==> src/rtl/uart_pkg.sv <==
// Shared definitions for the UART transmitter: frame shape, default divider and FSM states.
package uart_pkg;

    localparam int DEFAULT_BAUD_DIV = 2604;
    localparam int FRAME_BITS       = 10;

    typedef enum logic {
        IDLE,
        XMIT
    } tx_state_t;

endpackage

==> src/rtl/uart_baud_cnt.sv <==
// Bit-period timer: counts 0..BAUD_DIV-1 while enabled and pulses shift on the terminal count.
import uart_pkg::*;

module uart_baud_cnt #(
    parameter int BAUD_DIV = DEFAULT_BAUD_DIV
) (
    input  logic clk,
    input  logic rst_n,
    input  logic clear,
    input  logic enable,
    output logic shift
);

    localparam int CNT_W = (BAUD_DIV > 1) ? $clog2(BAUD_DIV) : 1;
    localparam logic [CNT_W-1:0] TERM = CNT_W'(BAUD_DIV - 1);

    logic [CNT_W-1:0] count;

    assign shift = enable && (count == TERM);

    // Wraps to zero on the terminal count so each bit period is exactly BAUD_DIV cycles.
    always_ff @(posedge clk) begin
        if (rst_n) begin
            count <= '0;
        end else if (clear) begin
            count <= '0;
        end else if (enable) begin
            count <= shift ? '0 : count + 1'b1;
        end
    end

endmodule

==> src/rtl/uart_tx.sv <==
// 8N1 UART transmitter: accepts a byte on trmt in IDLE and shifts a 10-bit frame out on TX.
import uart_pkg::*;

module uart_tx #(
    parameter int BAUD_DIV = DEFAULT_BAUD_DIV
) (
    input  logic       clk,
    input  logic       rst_n,
    input  logic       trmt,
    input  logic [7:0] tx_data,
    output logic       TX,
    output logic       tx_done
);

    tx_state_t             state;
    tx_state_t             next_state;
    logic [FRAME_BITS-1:0] shift_reg;
    logic [3:0]            bit_cnt;
    logic                  shift;
    logic                  last_bit;
    logic                  load;
    logic                  baud_en;
    logic                  finish;

    uart_baud_cnt #(
        .BAUD_DIV(BAUD_DIV)
    ) u_baud (
        .clk   (clk),
        .rst_n (rst_n),
        .clear (load),
        .enable(baud_en),
        .shift (shift)
    );

    assign last_bit = (bit_cnt == 4'(FRAME_BITS - 1));

    always_ff @(posedge clk) begin
        if (rst_n) begin
            state <= IDLE;
        end else begin
            state <= next_state;
        end
    end

    always_comb begin
        next_state = state;
        unique case (state)
            IDLE: if (trmt) next_state = XMIT;
            XMIT: if (shift && last_bit) next_state = IDLE;
            default: next_state = IDLE;
        endcase
    end

    always_comb begin
        load    = 1'b0;
        baud_en = 1'b0;
        finish  = 1'b0;
        unique case (state)
            IDLE: load = trmt;
            XMIT: begin
                baud_en = 1'b1;
                finish  = shift && last_bit;
            end
            default: ;
        endcase
    end

    // After ten shifts the register is all ones again, so TX idles high straight from the flop.
    always_ff @(posedge clk) begin
        if (rst_n) begin
            shift_reg <= '1;
            bit_cnt   <= '0;
            tx_done   <= 1'b0;
        end else if (load) begin
            shift_reg <= {1'b1, tx_data, 1'b0};
            bit_cnt   <= '0;
            tx_done   <= 1'b0;
        end else if (shift) begin
            shift_reg <= {1'b1, shift_reg[FRAME_BITS-1:1]};
            bit_cnt   <= last_bit ? bit_cnt : bit_cnt + 4'd1;
            if (finish) tx_done <= 1'b1;
        end
    end

    assign TX = shift_reg[0];

endmodule

==> config.mk <==
export PLATFORM = sky130hd
export DESIGN_NAME = uart_tx
export DESIGN_NICKNAME = d
export VERILOG_FILES = /design/src/rtl/uart_pkg.sv /design/src/rtl/uart_baud_cnt.sv /design/src/rtl/uart_tx.sv
export SDC_FILE = /design/constraint.sdc
export NUM_CORES = 1
export LEC_CHECK = 0
export BUFFER_PORTS_ARGS = -buffer_cell sky130_fd_sc_hd__buf_2
export CORE_MARGIN = 5
export CORE_UTILIZATION = 60
export CTS_CLUSTER_SIZE = 40
export DETAILED_ROUTE_END_ITERATION = 6
export PLACE_DENSITY_LB_ADDON = 0.12
export SYNTH_ARGS = -nofsm -noshare
export SYNTH_HDL_FRONTEND = slang
export SYNTH_SLANG_ARGS = --single-unit
==> constraint.sdc <==
create_clock -name clk -period 4.54 [get_ports clk]
set_clock_uncertainty 0.1 [all_clocks]
set_input_delay 0.227 -clock clk [delete_from_list [all_inputs] [get_ports clk]]
set_output_delay 0.227 -clock clk [all_outputs]
set_load 0.005 [all_outputs]
==> metrics.md <==
| Metric | Value |
|---|---|
| Hold Crit Class | in -> reg |
| Antenna violations before repair | 0 |
| Switch share | around a quarter |
| Mux cell area share after synthesis | 0% |
| CP startpoint kind | flop |
| Vias/cell | 5.642 |
| CTS max path bufs | 2 |
| PwrDens | 281.1 nW/um2 |
| Final hold violations | 0 |
| Fillers | approximately 190 |
| CTS tree | done |
| ANT cells | 0 |
| Die width | about 56 um |
| Dpl cell area | about 1300 um2 |
| Clock Latency Late Sink | between 0.3 and 0.4 ns |
| Fin cells | between 150 and 200 |
| Initial Util | between 60% and 70% |
| Synth area leader | dfxtp_1 |
| Post-synth ARST share | 0% |
| Row count | 16 |
| Worst slew pin tran | about 0.68 ns |
| Wirelength per Cell | roughly 13 um |
| Fin crit period | around 1.9 ns |
| Net switching power | roughly 88 uW |
| Syn_nets | 157 |
| Number of max-cap violations | 0 |
| Final Cell Area | around 1300 um2 |
| Die Ht | ~56 um |
| GR peak layer | met2 |
| Crit end category | flop |
| Setup_tns | 0 ns |
| Hold Crit Start | tx_data[1] |
| Die footprint | roughly 3000 um2 |
| Pin count of the biggest net entering global routing | 21 |
| RSZ-0062 raised after global routing | false |
| Most frequent cells after synthesis | 27 x dfxtp_1, 17 x nor2_1, 14 x nor3_1 |
| First drt pass iteration count | 4 |
| Adder-cell share of the synthesized area | between 3 and 4% |
| Core Region | 1962 um2 |
| Root Driver | clkbuf_4 |
| Simple-Gate Fraction of Synth Area | 32.00% |
| Global-route wire length before repair | 4209 um |
| # port buffers | 12 |
| GR Layer Usage met3 | 4.408% |
| Fmax | ~0.52 GHz |
| Post-synth EDFFs | 0 |
| Hpwl dp | 1680 um |
| CP Class | reg -> reg |
| Mean Syn Cell Area | just under 9 um2 |
| WP data required | ~4.7 ns |
| Count leader, synth | dfxtp_1 |
| Combinational share of power | roughly 7.0% |
| CTS Hold Bufs | 0 |
| Synth top area share | between 40% and 50% |
| Outcome | complete, no violations |
| Fin util | between 60% and 70% |
| Critical path's slowest cell | dfxtp_1 |
| Final #Nets | 167 |
| GR Util met2 | about a quarter |
| WP data arrival | around 2.1 ns |
| Number of gates resized after cts | 0 |
| CTS Buf Count | 3 |
| Ys Warns | 0 |
| Reg-to-Reg Start | u_baud.count[0]$_SDFFE_PP0P_ |
| Rel. slew slack | 54.36% |
| Max reg flops | 12 |
| Fin crit share | 42.29% |
| Synth area leaders | dfxtp_1 43%, nor3_1 5.6%, nor2_1 5.1% |
| Clock Power Share | a little over a quarter |
| Final Max Slew Viols | 0 |
| Post-synthesis compound-gate area fraction | about a tenth |
| Syn-to-layout area delta | 7.121% |
| Peak VDD IR | approximately 0.00021 V |
| DRC | 0 |
| WL final | ~2300 um |
| Vias post-DR | approximately 1,000 |
| Routability congestion estimate | roughly 0.80 |
| Crit path max fanout | 15 |
| Clock sinks | 27 |
| Unique masters post-synth | 33 |
| R2R Setup Slk | between 2 and 3 ns |
| Cells after Synth | around 140 |
| Top Ports | 13 |
| CP Cell Sequence | ha_1 > and4b_1 > nand3_2 > or3_1 > a21oi_1 |
| Cell-internal power | about 290 uW |
| Synth Flop Type | dfxtp_1 |
| Gr ovfl total | 0 |
| #FFs+latches synth | 27 |
| GR Util met1 | about 22% |
| H-tree lvl count | 1 |
| Pleak | ~0.00045 uW |
| Share of cells above drive strength 1 | between 10% and 20% |
| Antenna-violating nets left | 0 |
| Setup Buffers After CTS | 0 |
| Sequential share of the synthesized area | 43.33% |
| Number of global-route vias before repair | about 960 |
| Seq pwr share | between 60% and 70% |
| Endpoints failing setup | 0 |
| Synth Area in XOR/XNOR | about 7.7% |
| Total power | about 380 uW |
| Total Routing Usage GR | 16.61% |
| Largest family of logic cells by synthesized area | simple AND/OR/NAND/NOR gates |
| CP startpoint | u_baud.count[0]$_SDFFE_PP0P_ |
| Post-Syn Area | 1247 um2 |
| Clock transition at path regs | roughly 0.14 ns |
| Slowest Stage Delay on Critical Path | ~0.44 ns |
| Post-Place Cells | about 180 |
| Iter 0 DRT Violations | 15 |
==> power groups by stage <==
| stage | Sequential [uW] | Clock [uW] | Combinational (uW) |
|---|---|---|---|
| CTS | 248 | 106 | 26.3 |
| finish | 248 | 102 | 26.1 |
| global placement | 252 | 0 | 25.2 |
| global route | 249 | 118 | 29.1 |
| floorplan | 251 | 0 | 19.4 |
| detailed placement | 253 | 0 | 26.1 |
==> critical path, delay by kind of cell (launching register included) <==
family / cells / cell delay (ns)
AOI/OAI and AO/OA: 1 / 0.14
and+or+nand+nor: 3 / 0.96
adders and majority gates: 1 / 0.22
DFF: 1 / 0.44
==> area by class of cell <==
type | count | area, um2 | share of cell area, %
Clock buffer | 3 | 22.52 | 1.685
Timing Repair Buffer | 12 | 60.06 | 4.494
Tap cell | 27 | 33.78 | 2.528
Inverter | 4 | 15.01 | 1.124
Multi-Input combinational cell | 105 | 659.4 | 49.34
Clock inverter | 1 | 5.005 | 0.3745
Sequential cell | 27 | 540.5 | 40.45
==> path summary, 6_finish.rpt <==
path | depth (start not counted) | endpoint
min reg2reg | 1 | shift_reg[0]$_SDFFE_PP1P_
max | 5 | bit_cnt[3]$_SDFFE_PP0P_
min | 2 | shift_reg[2]$_SDFFE_PP1P_
max reg2reg | 5 | bit_cnt[3]$_SDFFE_PP0P_
==> kinds of logic after synthesis <==
| kind of cell | after synthesis |
|---|---|
| AO/OA/AOI/OAI | 17 |
| XOR/XNOR | 11 |
| adder cells (fa/ha/maj) | 3 |
| buffers and inverters | 11 |
| flip-flops | 27 |
| AND/OR/NAND/NOR | 74 |
==> through the flow <==
stage | setup slack [ns] | hold WS (ns)
CTS | 2.600 | 0.03130
finish | 2.620 | 0.04166
global route | 2.446 | 0.004822
detailed placement | 2.649 | 0.3539
global placement | 2.737 | 0.3437
floorplan | 2.969 | 0.2893
==> layout by cell type (no fill, tap or decap), drive strengths merged, types with 2 or more instances in the layout <==
master | synthesis | layout
a211oi | 2 | 2
buf | 3 | 12
nor3 | 14 | 14
nor4 | 3 | 3
and3 | 2 | 2
xnor2 | 7 | 7
nand2 | 14 | 14
nand3 | 7 | 7
dfxtp | 27 | 27
ha | 3 | 3
xor2 | 4 | 4
nand3b | 2 | 2
inv | 4 | 4
nand2b | 4 | 4
nor2 | 17 | 17
nand4 | 5 | 5
o21ai | 2 | 2
a21oi | 4 | 4
clkbuf | 4 | 3
o311a | 5 | 5
==> routing by layer <==
metal / vias to the layer above / share of wire (%) / wire (um)
met5: - / 0 / 0
met3: 4 / 5.0 / 115
met1: 457 / 49 / 1146
li1: 526 / - / -
met2: 23 / 45 / 1035
met4: 0 / 1.1 / 26
(Power assumes the default switching activity.)
